## src/rtl/enemy_shot_scheduler.sv

```systemverilog
// ============================================================================
// Module   : enemy_shot_scheduler
// Purpose  : Picks the next alive enemy round-robin, caps bullets in flight
//            and enforces a cooldown after each shot.
// Options  : define SHOT_BURST_EN for a second shot after a 4-cycle BGAP.
// Revision : 1.0 - initial release
// ============================================================================
`timescale 1ns/1ps
`default_nettype none

module enemy_shot_scheduler #(
  parameter int N_ENEMY      = 8,
  parameter int MAX_INFLIGHT = 3,
  parameter int COOLDOWN     = 40
) (
  input  logic                              pclk,
  input  logic                              rst,
  input  logic                              shoot_req,
  input  logic [N_ENEMY-1:0]                enemy_alive,
  input  logic                              bullet_done,
  output logic                              fire,
  output logic [$clog2(N_ENEMY)-1:0]        fire_id,
  output logic                              req_dropped,
  output logic [$clog2(MAX_INFLIGHT+1)-1:0] inflight,
  output logic                              busy
);

  localparam int IDW = $clog2(N_ENEMY);
  localparam int IFW = $clog2(MAX_INFLIGHT + 1);
  localparam int CW  = $clog2(COOLDOWN + 4);

  localparam logic [IDW-1:0] c_last_idx     = IDW'(N_ENEMY - 1);
  localparam logic [IFW-1:0] c_max_inflight = IFW'(MAX_INFLIGHT);
  localparam logic [CW-1:0]  c_cool_load    = CW'(COOLDOWN - 1);
`ifdef SHOT_BURST_EN
  localparam logic [CW-1:0]  c_gap_load     = CW'(3);
`endif

`ifdef SHOT_BURST_EN
  typedef enum logic [2:0] {
    S_IDLE = 3'd0,
    S_SCAN = 3'd1,
    S_FIRE = 3'd2,
    S_COOL = 3'd3,
    S_BGAP = 3'd4
  } state_t;
`else
  typedef enum logic [2:0] {
    S_IDLE = 3'd0,
    S_SCAN = 3'd1,
    S_FIRE = 3'd2,
    S_COOL = 3'd3
  } state_t;
`endif

  state_t          r_state;
  state_t          w_next_state;

  logic [IDW-1:0]  r_ptr;
  logic [IDW-1:0]  r_scan_cnt;
  logic [IDW-1:0]  r_fire_id;
  logic [IDW-1:0]  r_last_id;
  logic [CW-1:0]   r_cnt;
  logic [IFW-1:0]  r_inflight;
  logic            r_req_dropped;
`ifdef SHOT_BURST_EN
  logic            r_second;
  logic            w_load_gap;
`endif

  logic            w_start;
  logic            w_step;
  logic            w_hit;
  logic            w_drop;
  logic            w_load_cool;
  logic            w_cnt_dec;
  logic            w_room;
  logic            w_inc;
  logic            w_dec;
  logic [IDW-1:0]  w_ptr_inc;
  logic [IDW-1:0]  w_first_ptr;

  assign w_room      = (r_inflight < c_max_inflight);
  assign w_ptr_inc   = (r_ptr == c_last_idx) ? '0 : r_ptr + 1'b1;
  assign w_first_ptr = (r_last_id == c_last_idx) ? '0 : r_last_id + 1'b1;

  always_ff @(posedge pclk or negedge rst) begin
    if (!rst) begin
      r_state <= S_IDLE;
    end else begin
      r_state <= w_next_state;
    end
  end

  always_comb begin
    w_next_state = r_state;
    w_start      = 1'b0;
    w_step       = 1'b0;
    w_hit        = 1'b0;
    w_drop       = 1'b0;
    w_load_cool  = 1'b0;
    w_cnt_dec    = 1'b0;
`ifdef SHOT_BURST_EN
    w_load_gap   = 1'b0;
`endif
    case (r_state)
      S_IDLE: begin
        if (shoot_req) begin
          if (w_room) begin
            w_next_state = S_SCAN;
            w_start      = 1'b1;
          end else begin
            w_drop = 1'b1;
          end
        end
      end
      S_SCAN: begin
        if (enemy_alive[r_ptr]) begin
          w_next_state = S_FIRE;
          w_hit        = 1'b1;
        end else if (r_scan_cnt == c_last_idx) begin
          // every shooter tested dead: give the request up
          w_next_state = S_IDLE;
          w_drop       = 1'b1;
        end else begin
          w_step = 1'b1;
        end
      end
      S_FIRE: begin
`ifdef SHOT_BURST_EN
        if (!r_second) begin
          w_next_state = S_BGAP;
          w_load_gap   = 1'b1;
        end else begin
          w_next_state = S_COOL;
          w_load_cool  = 1'b1;
        end
`else
        w_next_state = S_COOL;
        w_load_cool  = 1'b1;
`endif
      end
      S_COOL: begin
        if (r_cnt == '0) begin
          w_next_state = S_IDLE;
        end else begin
          w_cnt_dec = 1'b1;
        end
      end
`ifdef SHOT_BURST_EN
      S_BGAP: begin
        if (r_cnt != '0) begin
          w_cnt_dec = 1'b1;
        end else if (w_room && enemy_alive[r_fire_id]) begin
          w_next_state = S_FIRE;
        end else begin
          w_next_state = S_COOL;
          w_load_cool  = 1'b1;
        end
      end
`endif
      default: begin
        w_next_state = S_IDLE;
      end
    endcase
  end

  assign w_inc = (r_state == S_FIRE);
  assign w_dec = bullet_done && (r_inflight != '0);

  always_ff @(posedge pclk or negedge rst) begin
    if (!rst) begin
      r_ptr         <= '0;
      r_scan_cnt    <= '0;
      r_fire_id     <= '0;
      r_last_id     <= c_last_idx;
      r_cnt         <= '0;
      r_inflight    <= '0;
      r_req_dropped <= 1'b0;
    end else begin
      r_req_dropped <= w_drop;

      if (w_start) begin
        r_ptr      <= w_first_ptr;
        r_scan_cnt <= '0;
      end else if (w_step) begin
        r_ptr      <= w_ptr_inc;
        r_scan_cnt <= r_scan_cnt + 1'b1;
      end

      if (w_hit) begin
        r_fire_id <= r_ptr;
      end
      if (r_state == S_FIRE) begin
        r_last_id <= r_fire_id;
      end

      if (w_load_cool) begin
        r_cnt <= c_cool_load;
`ifdef SHOT_BURST_EN
      end else if (w_load_gap) begin
        r_cnt <= c_gap_load;
`endif
      end else if (w_cnt_dec) begin
        r_cnt <= r_cnt - 1'b1;
      end

      // a launch and a retirement in the same cycle cancel out
      if (w_inc && !w_dec) begin
        r_inflight <= r_inflight + 1'b1;
      end else if (!w_inc && w_dec) begin
        r_inflight <= r_inflight - 1'b1;
      end
    end
  end

`ifdef SHOT_BURST_EN
  always_ff @(posedge pclk or negedge rst) begin
    if (!rst) begin
      r_second <= 1'b0;
    end else if (w_hit) begin
      r_second <= 1'b0;
    end else if (r_state == S_FIRE) begin
      r_second <= 1'b1;
    end
  end
`endif

  assign fire        = (r_state == S_FIRE);
  assign fire_id     = r_fire_id;
  assign req_dropped = r_req_dropped;
  assign inflight    = r_inflight;
  assign busy        = (r_state != S_IDLE);

endmodule

`default_nettype wire

```

## config.mk

```make
export PLATFORM = sky130hd
export DESIGN_NAME = enemy_shot_scheduler
export DESIGN_NICKNAME = d
export VERILOG_FILES = /design/src/rtl/enemy_shot_scheduler.sv
export SDC_FILE = /design/constraint.sdc
export NUM_CORES = 1
export LEC_CHECK = 0
export BUFFER_PORTS_ARGS = -buffer_cell sky130_fd_sc_hd__buf_2
export CAP_MARGIN = 0
export CORE_MARGIN = 2
export CORE_UTILIZATION = 49
export CTS_CLUSTER_DIAMETER = 150
export DETAILED_ROUTE_END_ITERATION = 10
export MAX_ROUTING_LAYER = met4
export PLACE_DENSITY = 0.71
export SKIP_CTS_REPAIR_TIMING = 1
export SLEW_MARGIN = 25
export SYNTH_ARGS = -nofsm -noshare
export SYNTH_HDL_FRONTEND = slang
export SYNTH_SLANG_ARGS = --single-unit
```

## constraint.sdc

```tcl
create_clock -name pclk -period 2.9 [get_ports pclk]
set_clock_uncertainty 0.05 [all_clocks]
set_input_delay 0.58 -clock pclk [delete_from_list [all_inputs] [get_ports pclk]]
set_output_delay 0.58 -clock pclk [all_outputs]
set_load 0.02 [all_outputs]
```

Word level (Yosys, flattened, before mapping)
Cells that the tools add are included.
Widths: inputs -> output; s select.
{"block": "op_classes", "eq_ne": 10, "div_mod_pow": 0, "shifts": 0, "n_addsub": 6, "n_reduce_logical": 13, "bitwise_logic": 0, "multipliers": 0, "order_cmp": 2, "n_mux": 34}
{"cell": "$mux 3", "n": 11}
{"cell": "$mux 1", "n": 16}
{"cell": "$mux 6", "n": 2}
{"cell": "$pmux 3 s4", "n": 1}
{"cell": "$add 3x1->3 const B", "n": 3}
{"cell": "$eq 3x3->1 const B", "n": 3}
{"cell": "$reduce_bool 2->1", "n": 4}
{"cell": "$eq 3x2->1 const B", "n": 2}
{"cell": "$logic_not 6->1", "n": 1}
{"cell": "$ne 2x2->1 const B", "n": 3}
{"cell": "$sub 6x1->6 const B", "n": 1}
{"cell": "$lt 3x4->1 const B", "n": 1}
{"cell": "$mux 2", "n": 2}
{"cell": "$reduce_and 4->1", "n": 1}
{"cell": "$bmux 1 s3", "n": 1}
{"cell": "$eq 3x1->1 const B", "n": 1}
{"cell": "$logic_and 1x1->1", "n": 3}
{"cell": "$logic_not 3->1", "n": 1}
{"cell": "$ne 3x3->1 const B", "n": 1}
{"cell": "$reduce_bool 3->1", "n": 1}
{"cell": "$add 2x1->2 const B", "n": 1}
{"cell": "$logic_not 1->1", "n": 2}
{"cell": "$lt 2x2->1 const B", "n": 1}
{"cell": "$pmux 1 s2", "n": 1}
{"cell": "$sub 2x1->2 const B", "n": 1}
{"block": "word_totals", "wordCells": 73, "mem_bits_ro": 0, "latch_bits": 0, "ff_bits": 24, "mem_count": 0, "mem_bits_rw": 0, "out_inout_bits": 8, "in_bits": 12}

Logic depth before layout (Yosys ltp)
{"block": "depth", "depth_word": 6, "mapped_depth": 7, "ltp_nobuf": 6}

Worst setup path after synthesis
Ideal clock, no wire load.
{"block": "synth_timing", "path_kind": "reg-to-reg", "startpoint": "register r_cnt[0]", "endpoint": "register r_state[1]", "path_buffers": 0, "synth_period_minus_slack_ns": 2.032, "stages_incl_launch_ff": 6, "required_time_ns": 2.714, "arrival_time_ns": 1.846, "setup_time_ns": 0.136, "slack_ns": 0.868, "path_cell_list": "dfrtp_1 > inv_1 > ha_1 > or3b_2 > o311a_1 > or3_2"}
{"block": "synth_between", "elab_chain_len": 3}
{"item": "from (decl)", "line": "63", "source": "logic [CW-1:0] r_cnt;"}
{"item": "from (signal assigned)", "line": "199", "source": "r_cnt <= c_cool_load;"}
{"item": "from (signal assigned)", "line": "205", "source": "r_cnt <= r_cnt - 1'b1;"}
{"item": "$logic_not 6->1", "line": "144", "source": "if (r_cnt == '0) begin"}
{"item": "$ne 2x2->1 (no line)"}
{"item": "$reduce_and 4->1 (no line)"}
{"item": "to (signal assigned)", "line": "91", "source": "r_state <= w_next_state;"}
{"item": "to (decl)", "line": "56", "source": "state_t r_state;"}
Every way passes these cells.
A chain may end at the register's enable or synchronous reset.

Worst setup path after layout
{"block": "layout_timing", "startpoint": "register r_state[0]", "endpoint": "output port fire"}
{"block": "layout_between", "elab_chain_len": 1}
{"item": "$eq 3x2->1", "line": "229", "source": "assign fire = (r_state == S_FIRE);"}
{"item": "to (decl)", "line": "21", "source": "output logic fire,"}
Every way passes these cells.

==> run metrics <==
status=complete, no violations; worst-path fanout max=10; I/O pin count=20; RSZ-0062 raised after global routing=no; Hold WC Path Type=in -> async; top-count cell post-synth=dfrtp_1; Power Density=1040 nW/µm²; Rows=18; Max IR drop VDD=roughly 0.56 mV; Critical Path Slowest Stage Cell=dfrtp_1; Final #Nets=161; gr usage total=~19%; Post-synth top cells=dfrtp_1 (20), nand2_1 (17), mux2i_1 (10); Comb power frac=47.7%; top cells by area, synth=dfrtp_1 (40%), ha_1 (7.9%), mux2i_1 (7.9%), dfstp_2 (6.3%), nand2_1 (5.1%); Worst EP arrival=1720 ps; Cells after Synth=119; Die Span Y=54.7 µm; Fin. Hold Viols=0; CP startpoint kind=flop; vias in the first global route=just over 900; Synth cell types=34; Slew HR=around two thirds; number of inserted diodes=0; crit path kind=reg -> out; Port Buffers=19; Clk pwr share=under 10%; CTS clock-pin slew for the worst setup and hold paths=120 ps; DRC viols=0; DP HPWL=1750 µm; antenna violations before repair=0; PnR Total Power=around 0.0015 W; grt total ovfl=0; mean area per synthesized cell=between 10 and 15 µm²; total CTS buffers=3; Max clock buf depth=2; Yosys reg bits=23; Die ar.=about 3000 µm²; Tmin final=approximately 2300 ps; final slew viol count=0; CP cell instances=nand2b_1 > clkinv_1 > buf_2; largest area contributor in the netlist=dfrtp_1; post-synth top area share=between 30% and 40%; switching pwr=0.000623 W; Layout area overhead=11.4%; sequential fraction of the synthesis area=45.9%; share of cells above drive strength 1=between 20% and 30%; core area=2450 µm²; main flop type after synthesis=dfrtp_1; Yosys warnings=0; Critical Path RT=approximately 2300 ps; delay of the slowest critical-path stage=between 500 and 600 ps; Async SR Flop Fraction=between 90% and 100%; Place WS=730 ps; CP Capture Type=output pin; cell area after synthesis=approximately 1300 µm²; Internal Power=approximately 0.00085 W; setup TNS=0 ps; Post-synth EDFFs=0; sequential share of power=between 40% and 50%; P_leak=around 0.69 nW; Max Cap Viol=0; Die W=approximately 55 µm; Sw Ratio=between 40% and 50%; CTS Sinks=23; H-tree levels=1; global-route wire length before repair=between 3000 and 4000 µm; Mapped Nets=~140; largest net degree at the start of global routing=24; # setup viols final=0; vias=937; final period utilization=80.9%; number of DRC markers in iteration 0=19; Least-Margin Pin Slew=approximately 500 ps; Routability Congestion=around 0.75; number of routed nets with antenna violations=0; Final WS setup=~550 ps; Peak Freq=roughly 430 MHz; Clock Latency Late Sink=around 300 ps; Starting Density=51.4%; Via-to-Cell Ratio=5.51; CTS tree=done; Post-Route WL=roughly 2200 µm; Avg WL per Cell=13.0 µm; first drt pass iteration count=4; Clk Tree Root Cell=clkbuf_4
==> per-stage QoR <==
step	util (%)	hold slack, ps	instance area (µm²)	cells
2_1_floorplan	-	234	1260	119
3_3_place_gp	56.2	399	1380	166
3_5_place_dp	56.2	409	1380	166
4_1_cts	57.2	188	1410	170
5_1_grt	57.2	196	1410	170
6_report	57.2	177	1410	170
==> power groups by stage <==
stage | sequential, W | combinational [W] | clock [W]
floorplan | 0.000616 | 0.000553 | 0
global placement | 0.000625 | 0.000686 | 0
detailed placement | 0.000636 | 0.000710 | 0
CTS | 0.000627 | 0.000714 | 0.000148
global route | 0.000655 | 0.000811 | 0.000160
finish | 0.000625 | 0.000700 | 0.000142
==> cell families (layout without fill, tap and decap cells) <==
group	Yosys count	count (layout)	share of synthesized area [%]
mux	14	14	12.4
simple gates	41	41	17.1
xor+xnor	4	4	2.78
compound gates	19	19	10.3
flops	23	23	45.9
buf+inv	10	31	3.57
fa+ha+maj	8	8	7.94
==> final cells by class <==
| type | count | area [µm²] |
|---|---|---|
| Tap cell | 30 | 37.5 |
| Timing Repair Buffer | 19 | 95.1 |
| Fill cell | 213 | 1050 |
| Inverter | 8 | 30.0 |
| Multi-Input combinational cell | 86 | 637 |
| Sequential cell | 23 | 579 |
| Clock buffer | 4 | 26.3 |
==> state kept, by name, summed over array words and instances (netlist names) <==
name,count
r_last_id,3
r_ptr,3
fire_id,3
inflight,2
r_scan_cnt,3
r_cnt,6
r_state,2
req_dropped,1
==> worst paths after layout <==
kind / endpoint / slack [ps] / cells past startpoint / startpoint
worst max-delay path: fire / 550 / 3 / r_state[0]
worst min-delay path: r_ptr[0] / 180 / 1 / rst
worst max register to register: fire_id[0] / 750 / 4 / r_ptr[0]
worst min register to register: r_last_id[2] / 430 / 2 / r_last_id[2]
max in group asynchronous: r_last_id[1] / 2270 / 1 / rst
min in group pclk: r_last_id[2] / 430 / 2 / r_last_id[2]
==> per-layer routing <==
| metal | track usage (%) | routed length [µm] |
|---|---|---|
| met5 | - | 0 |
| met4 | 6.25 | 13 |
| met3 | 2.46 | 80 |
| met2 | 31.7 | 1120 |
| met1 | 22.3 | 999 |
==> cell usage in the layout, fill, tap and decap left out, drive strengths merged, types with 4 or more instances in the layout <==
cell type,n
nor2,6
nand3,4
o211ai,4
ha,8
inv,7
mux2i,10
dfrtp,20
buf,19
nand2,17
clkbuf,4
o21ai,6
==> critical path, delay by kind of cell (launching register included) <==
kind,cells,cell delay (ps)
DFF,1,520
buffers and inverters,2,570
and+or+nand+nor,1,330
Note: power is estimated with default switching activity, not from simulation.
